`src/rtl/alu_issue_stage.sv`:
```
// alu_issue_stage: command FIFO + one-entry result slot feeding a 4-bit ALU.
// Optional sticky overflow flag enabled by defining STICKY_OVF_EN.
module alu_issue_stage #(
  parameter int DEPTH = 4,
  parameter int AW    = 2
) (
  input  logic       clk,
  input  logic       rst,
  input  logic       cmd_valid,
  output logic       cmd_ready,
  input  logic [3:0] cmd_a,
  input  logic [3:0] cmd_b,
  input  logic [2:0] cmd_func,
  output logic [3:0] alu_a,
  output logic [3:0] alu_b,
  output logic [2:0] alu_func,
  input  logic [3:0] alu_out,
  input  logic       alu_cout,
  input  logic       alu_ovf,
  output logic       res_valid,
  input  logic       res_ready,
  output logic [3:0] res_out,
  output logic       res_cout,
  output logic       res_ovf,
  output logic [3:0] res_tag,
  output logic       ovf_sticky,
  input  logic       ovf_clr
);

  typedef enum logic {
    R_EMPTY,
    R_FULL
  } rstate_e;

  logic [10:0]   mem_q [DEPTH];
  logic [AW-1:0] wr_ptr_q, wr_ptr_d;
  logic [AW-1:0] rd_ptr_q, rd_ptr_d;
  logic [AW:0]   count_q, count_d;
  rstate_e       state_q, state_d;
  logic [3:0]    tag_q, tag_d;
  logic [3:0]    res_out_q, res_out_d;
  logic          res_cout_q, res_cout_d;
  logic          res_ovf_q, res_ovf_d;
  logic [3:0]    res_tag_q, res_tag_d;

  logic          empty;
  logic          push;
  logic          fire;
  logic [10:0]   head;

  assign empty     = (count_q == '0);
  assign cmd_ready = (count_q != (AW+1)'(DEPTH));
  assign res_valid = (state_q == R_FULL);
  assign push      = cmd_valid && cmd_ready;
  assign fire      = !empty && (!res_valid || res_ready);
  assign head      = mem_q[rd_ptr_q];

  assign alu_a    = empty ? 4'd0 : head[10:7];
  assign alu_b    = empty ? 4'd0 : head[6:3];
  assign alu_func = empty ? 3'd0 : head[2:0];

  assign res_out  = res_out_q;
  assign res_cout = res_cout_q;
  assign res_ovf  = res_ovf_q;
  assign res_tag  = res_tag_q;

  // Command storage; entries need no reset since count gates their use.
  always_ff @(posedge clk) begin
    if (push) mem_q[wr_ptr_q] <= {cmd_a, cmd_b, cmd_func};
  end

  // Next-state for pointers, occupancy, slot FSM and tag counter.
  always_comb begin
    wr_ptr_d   = wr_ptr_q;
    rd_ptr_d   = rd_ptr_q;
    count_d    = count_q;
    state_d    = state_q;
    tag_d      = tag_q;
    res_out_d  = res_out_q;
    res_cout_d = res_cout_q;
    res_ovf_d  = res_ovf_q;
    res_tag_d  = res_tag_q;
    if (push) wr_ptr_d = wr_ptr_q + AW'(1);
    if (fire) begin
      rd_ptr_d   = rd_ptr_q + AW'(1);
      res_out_d  = alu_out;
      res_cout_d = alu_cout;
      res_ovf_d  = alu_ovf;
      res_tag_d  = tag_q;
      tag_d      = tag_q + 4'd1;
      state_d    = R_FULL;
    end else if (state_q == R_FULL && res_ready) begin
      state_d = R_EMPTY;
    end
    unique case ({push, fire})
      2'b10:   count_d = count_q + (AW+1)'(1);
      2'b01:   count_d = count_q - (AW+1)'(1);
      default: count_d = count_q;
    endcase
  end

  // State registers with synchronous reset.
  always_ff @(posedge clk) begin
    if (rst) begin
      wr_ptr_q   <= '0;
      rd_ptr_q   <= '0;
      count_q    <= '0;
      state_q    <= R_EMPTY;
      tag_q      <= '0;
      res_out_q  <= '0;
      res_cout_q <= 1'b0;
      res_ovf_q  <= 1'b0;
      res_tag_q  <= '0;
    end else begin
      wr_ptr_q   <= wr_ptr_d;
      rd_ptr_q   <= rd_ptr_d;
      count_q    <= count_d;
      state_q    <= state_d;
      tag_q      <= tag_d;
      res_out_q  <= res_out_d;
      res_cout_q <= res_cout_d;
      res_ovf_q  <= res_ovf_d;
      res_tag_q  <= res_tag_d;
    end
  end

`ifdef STICKY_OVF_EN
  logic sticky_q, sticky_d;

  // Set on any overflowing capture; set beats a same-cycle clear.
  always_comb begin
    sticky_d = sticky_q;
    if (ovf_clr) sticky_d = 1'b0;
    if (fire && alu_ovf) sticky_d = 1'b1;
  end

  // Sticky flag register.
  always_ff @(posedge clk) begin
    if (rst) sticky_q <= 1'b0;
    else     sticky_q <= sticky_d;
  end

  assign ovf_sticky = sticky_q;
`else
  logic unused_ovf_clr;
  assign unused_ovf_clr = ovf_clr;
  assign ovf_sticky     = 1'b0;
`endif

endmodule

```
`config.mk`:
```
export PLATFORM = sky130hd
export DESIGN_NAME = alu_issue_stage
export DESIGN_NICKNAME = d
export VERILOG_FILES = /design/src/rtl/alu_issue_stage.sv
export SDC_FILE = /design/constraint.sdc
export NUM_CORES = 1
export LEC_CHECK = 0
export BUFFER_PORTS_ARGS = -buffer_cell sky130_fd_sc_hd__buf_4
export CAP_MARGIN = 20
export CORE_ASPECT_RATIO = 0.8
export CORE_MARGIN = 4
export CORE_UTILIZATION = 40
export CTS_BUF_LIST = sky130_fd_sc_hd__clkbuf_4 sky130_fd_sc_hd__clkbuf_8
export DETAILED_ROUTE_END_ITERATION = 8
export PLACE_DENSITY = 0.7
export SYNTH_ARGS = -nofsm -noshare
export SYNTH_HDL_FRONTEND = slang
export SYNTH_SLANG_ARGS = --single-unit
```
`constraint.sdc`:
```
create_clock -name clk -period 5.6 [get_ports clk]
set_input_delay 1.12 -clock clk [delete_from_list [all_inputs] [get_ports clk]]
set_output_delay 1.12 -clock clk [all_outputs]
set_load 0.01 [all_outputs]
```
Word level (Yosys, flattened, before mapping)
Memories as Yosys holds them, arrays and structs flattened. A register that Yosys moved wholly into a read port is not among the register bits.
Index checks and enable logic that the tools add are counted.
- equality and inequality tests: 3
- muxes and demuxes: 10
- add/sub/neg operators: 5
- reductions and logical operators: 9
- operators by type and width (operator ; count):
    two-way mux 4 bit ; 2
    case mux 3 bit (2 select lines) ; 1
    adder 2 x 1 -> 2 bit, second input constant ; 2
    adder 4 x 1 -> 4 bit, second input constant ; 1
    two-way mux 1 bit ; 4
    two-way mux 2 bit ; 2
    nonzero test 2 bit ; 2
    adder 3 x 1 -> 3 bit, second input constant ; 1
    logical AND 1 bit ; 3
    zero test 3 bit ; 1
    two-way mux 3 bit ; 1
    inequality test 3 bit, second input constant ; 1
    subtractor 3 x 1 -> 3 bit, second input constant ; 1
    == test 2 x 1 -> 1 bit, second input constant ; 1
    == test 2 bit, second input constant ; 1
    zero test 1 bit ; 2
    logical OR 1 bit ; 1
- flip-flop bits (word level): 22
- memory bits (writable): 44
- memories kept: 1
- output and inout port bits: 24
- memory list (name ; words ; width ; read ports ; clocked after memory_dff ; wr ports ; line ; text):
    mem_q ; 4 ; 11 ; 1 ; 1 ; 1 ; 35 ; logic [10:0] mem_q [DEPTH];

Depth between registers and ports, before layout
- depth in word-level cells: 5
- mapped depth: 9

Least setup slack after synthesis
OpenSTA, ideal clock, no wires.
- kind: input to register
- start: input port res_ready
- end: register count_q[2]
- slack: 2.925 ns
- stages on the path: 9
- data required time: 5.529 ns
- data arrival time: 2.604 ns
- library setup time: 0.071 ns
- path through: nor2b_1 -> buf_6 -> nor2_1 -> ha_1 -> inv_1 -> fa_1 -> xor2_1 -> or3_1 -> a21oi_1
- cells in the longest elaborated chain, start to end: 4
- elaborated cells between the ends (all ways): 6
- classes of those cells: eq/ne: 2; mux: 1; reduce/logical: 3
- RTL lines (what ; line ; text):
    start, declared ; 21 ; input logic res_ready,
    logical OR 1 bit (*) ; 55 ; assign fire = !empty && (!res_valid || res_ready);
    logical AND 1 bit (*) ; 55 ;
    named net fire ; 48 ; logic fire;
    == test 2 x 1 -> 1 bit or == test 2 bit (tied branches) ; 95 ; unique case ({push, fire})
    case mux 3 bit (2 select lines) or nonzero test 2 bit (tied branches) ; - ;
    end signal, assigned ; 117 ; count_q <= count_d;
    end, declared ; 38 ; logic [AW:0] count_q, count_d;
The timed path passes the listed nets; every way through them passes the cells marked *.
A chain may end at the register's enable or synchronous reset.

==> impl_metrics.ini <==
[timing]
finClkSkew_ns = 0.007379
postLayoutSetupSlackWorst_ns = 2.439
worst_slew_pin_slew_ns = 0.9105
rsz0062_at_grt = false
holdWs_ns = 0.4798
maxSlewViolCount = 0
fin_crit_ns = 3.161
setup_tns_ns = 0
finalCritPeriodShare_pct = 56.44
relSlewSlack_pct = 38.97
fmax_mhz = 316.4
setup_viol = 0
hold_viol = 0

[synthesis]
netlist_area_sq_mm = 0.002754
syn_nets = 226
seq_area_frac_synth_pct = 65.42
yosys_warnings = 0
synth.distinct_cells = 32
avgSynthCellArea_sq_um = 13.98
synth-seq-cells = 68
syn-instance-count = 197

[finish]
area_delta_synth_final_pct = 19.13
insertedDiodeCount = 0
seq_area_sq_mm = 0.001802
finalNonFillerCells = 326
drive_gt1_share_pct = 30.17
n_fill_cell = 573
nets = 266
multi_input_area_sq_um = 849.6
fin_util_pct = 50.17

[critical_path]
critPathRequiredTime_ns = 4.48
critPathMaxStageDelay_ns = 0.79
crit_chain = mux4_2, and2_1, buf_4
slowest_stage = dfxtp_1
crit_path_max_fanout = 11
r2r-start = count_q[2]
cp.arrival_ns = 2.04
endpoint_kind = primary output
rr_worst_depth = 8
rrSetupSlack_ns = 3.19
crit_type = reg -> out
r2r_end = count_q[2]
cp-start-kind = flip-flop

[die]
chipWidth_um = 100.8
core-area_sq_mm = 0.006539
ios = 46
die_area_sq_mm = 0.008285
placementRows = 26
initial_core_util_pct = 42.12
chipHeight_um = 82.22

[detailed_routing]
routed_wl_um = 4875
ant_nets = 0
dr.pass1.iters = 5
wl_per_cell_um = 14.95
vias = 1689
drcViolationCount = 0
viasPerCell = 5.181
drt_iter0_drc = 85

[power]
leakagePower_nw = 1.194
vdd_drop_max_mv = 0.1650
net-switching-power_w = 0.0005080
intPower_w = 0.001025
power_frac_seq_pct = 44.4
p_sw_share_pct = 33.15
clkPwrFrac_pct = 22.0
power.density_mw_per_mm2 = 467.1
power_frac_comb_pct = 33.5

[cts]
clockRootBuffer = clkbuf_8
cts.sinks = 68
clk_pin_slew_ns = 0.07
ctsResizeCount = 0
clock_path_buffers = 2
cts_tree = built
cts_buffers = 9
clk_latency_ns = 0.34
cts_setup_buffers = 0
htreeDepth = 3
ctsHoldBuffers = 0

[global_routing]
antenna_found_initial = 0
grt_max_degree = 26
grt_pass1_wl_um = 7907
grt_pass1_vias = 1650
gr-total-overflow = 0
grtUsageTotal_pct = 12.81

[hold_path]
hp-class = reg -> reg
holdPathStages = 2
min_from = res_out[3]
worstHoldEndpoint = res_out[3]

[placement]
dpl.cell_count = 310
port_buffers = 43
hpwl_um = 3128
gp_congestion = 0.7132
pre_cts_ws_ns = 2.594

[status]
outcome = finished, final reports clean

[job]
cap_violations = 0
## cell usage after synthesis
library cell | number | area share (%)
ha_1 | 6 | 2.7
and2_1 | 11 | 2.5
nand3_1 | 14 | 2.5
buf_6 | 1 | 0.41
or4_1 | 1 | 0.27
xor2_1 | 2 | 0.64
dfxtp_1 | 24 | 17
inv_1 | 7 | 0.95
fa_1 | 1 | 0.73
and3_1 | 4 | 0.91
buf_2 | 3 | 0.55
edfxtp_1 | 44 | 48
nor2b_1 | 1 | 0.23
nand2_1 | 1 | 0.14
nand2b_1 | 1 | 0.23
a21o_1 | 2 | 0.55
or3b_1 | 1 | 0.32
o31ai_1 | 1 | 0.27
buf_1 | 1 | 0.14
a21oi_1 | 19 | 3.5
a21oi_2 | 1 | 0.32
a311oi_1 | 2 | 0.64
nor3_2 | 1 | 0.36
buf_4 | 2 | 0.55
nor2_1 | 6 | 0.82
clkbuf_2 | 1 | 0.18
mux4_2 | 11 | 9.0
o21ai_0 | 14 | 2.5
conb_1 | 1 | 0.14
clkbuf_1 | 7 | 0.95
or3_1 | 4 | 0.91
a31o_1 | 2 | 0.64
## power groups by stage
| stage | combinational [W] | clock (W) | sequential (W) |
|---|---|---|---|
| after floorplan | 0.000369 | 0 | 0.000667 |
| after global placement | 0.000514 | 0 | 0.000690 |
| after detailed placement | 0.000522 | 0 | 0.000694 |
| after CTS | 0.000523 | 0.000350 | 0.000683 |
| after global routing | 0.000576 | 0.000373 | 0.000693 |
| final | 0.000514 | 0.000338 | 0.000681 |
## layer usage
| metal | up-vias | share of wire [%] | GRT usage (%) |
|---|---|---|---|
| met5 | - | 0 | 0 |
| met4 | 0 | 1.7 | 4.845 |
| met3 | 10 | 5.4 | 5.877 |
| met2 | 32 | 49 | 20.96 |
| met1 | 838 | 44 | 14.84 |
| li1 | 809 | - | - |
## worst max-delay path: cells and delay by family, from the launching register on
kind / cells / cell delay, ns
and+or+nand+nor: 1 / 0.17
DFF: 1 / 0.79
buffers and inverters: 1 / 0.14
muxes: 1 / 0.60
## placed cells by master (no fill, tap or decap), types with 2 or more instances in the layout
| cell type | Yosys | routed |
|---|---|---|
| inv_1 | 7 | 7 |
| or3_1 | 4 | 4 |
| nor2_1 | 6 | 6 |
| a21oi_1 | 19 | 19 |
| ha_1 | 6 | 6 |
| clkinv_2 | 0 | 4 |
| edfxtp_1 | 44 | 44 |
| a21o_1 | 2 | 2 |
| xor2_1 | 2 | 2 |
| dfxtp_1 | 24 | 24 |
| and3_1 | 4 | 4 |
| clkinvlp_4 | 0 | 2 |
| nand3_1 | 14 | 14 |
| a311oi_1 | 2 | 2 |
| clkbuf_8 | 0 | 9 |
| buf_4 | 2 | 44 |
| a31o_1 | 2 | 2 |
| and2_1 | 11 | 11 |
| mux4_2 | 11 | 11 |
| o21ai_0 | 14 | 14 |
## kinds of logic (layout without fill, tap and decap cells)
family,after synthesis,in the layout,share of synthesized area [%]
xor gates and xnor gates,2,2,0.6362
buffers and inverters,22,67,3.725
adders and majority gates,7,7,3.453
muxes,11,11,8.996
other,1,1,0.1362
AOI/OAI and AO/OA,41,41,8.406
DFF,68,68,65.42
and+or+nand+nor,45,45,9.223
## worst max-delay path by stage
stage / startpoint / endpoint / slack (ns) / depth (start not counted)
after floorplan: res_ready / count_q[2] / 2.93 / 9
after global placement: res_ready / count_q[2] / 2.62 / 10
after detailed placement: res_ready / count_q[2] / 2.59 / 10
after CTS: flip-flop / alu_b[3] / 2.36 / 3
after global routing: flip-flop / alu_b[3] / 2.27 / 3
final: flip-flop / alu_b[3] / 2.44 / 3
## stage by stage
stage	total power (W)	cell area [sq um]
after floorplan	0.001036	2754
after global placement	0.001205	3113
after detailed placement	0.001217	3113
after CTS	0.001556	3281
after global routing	0.001642	3281
final	0.001533	3281
## layout make-up
cell class / instances / area share (%)
Multi-Input combinational cell: 107 / 25.90
Timing Repair Buffer: 44 / 10.07
Inverter: 7 / 0.8009
Clock inverter: 7 / 1.335
Sequential cell: 68 / 54.92
Tap cell: 84 / 3.204
Clock buffer: 9 / 3.776
## state kept, by name (all words and copies together) (netlist names), named ones only
register and count:
res_valid 1, wr_ptr_q 2, res_out 4, res_ovf 1, res_tag 4, tag_q 4
mem_q 44, res_cout 1, rd_ptr_q 2, count_q 3
Power figures use the tool's default switching activity.
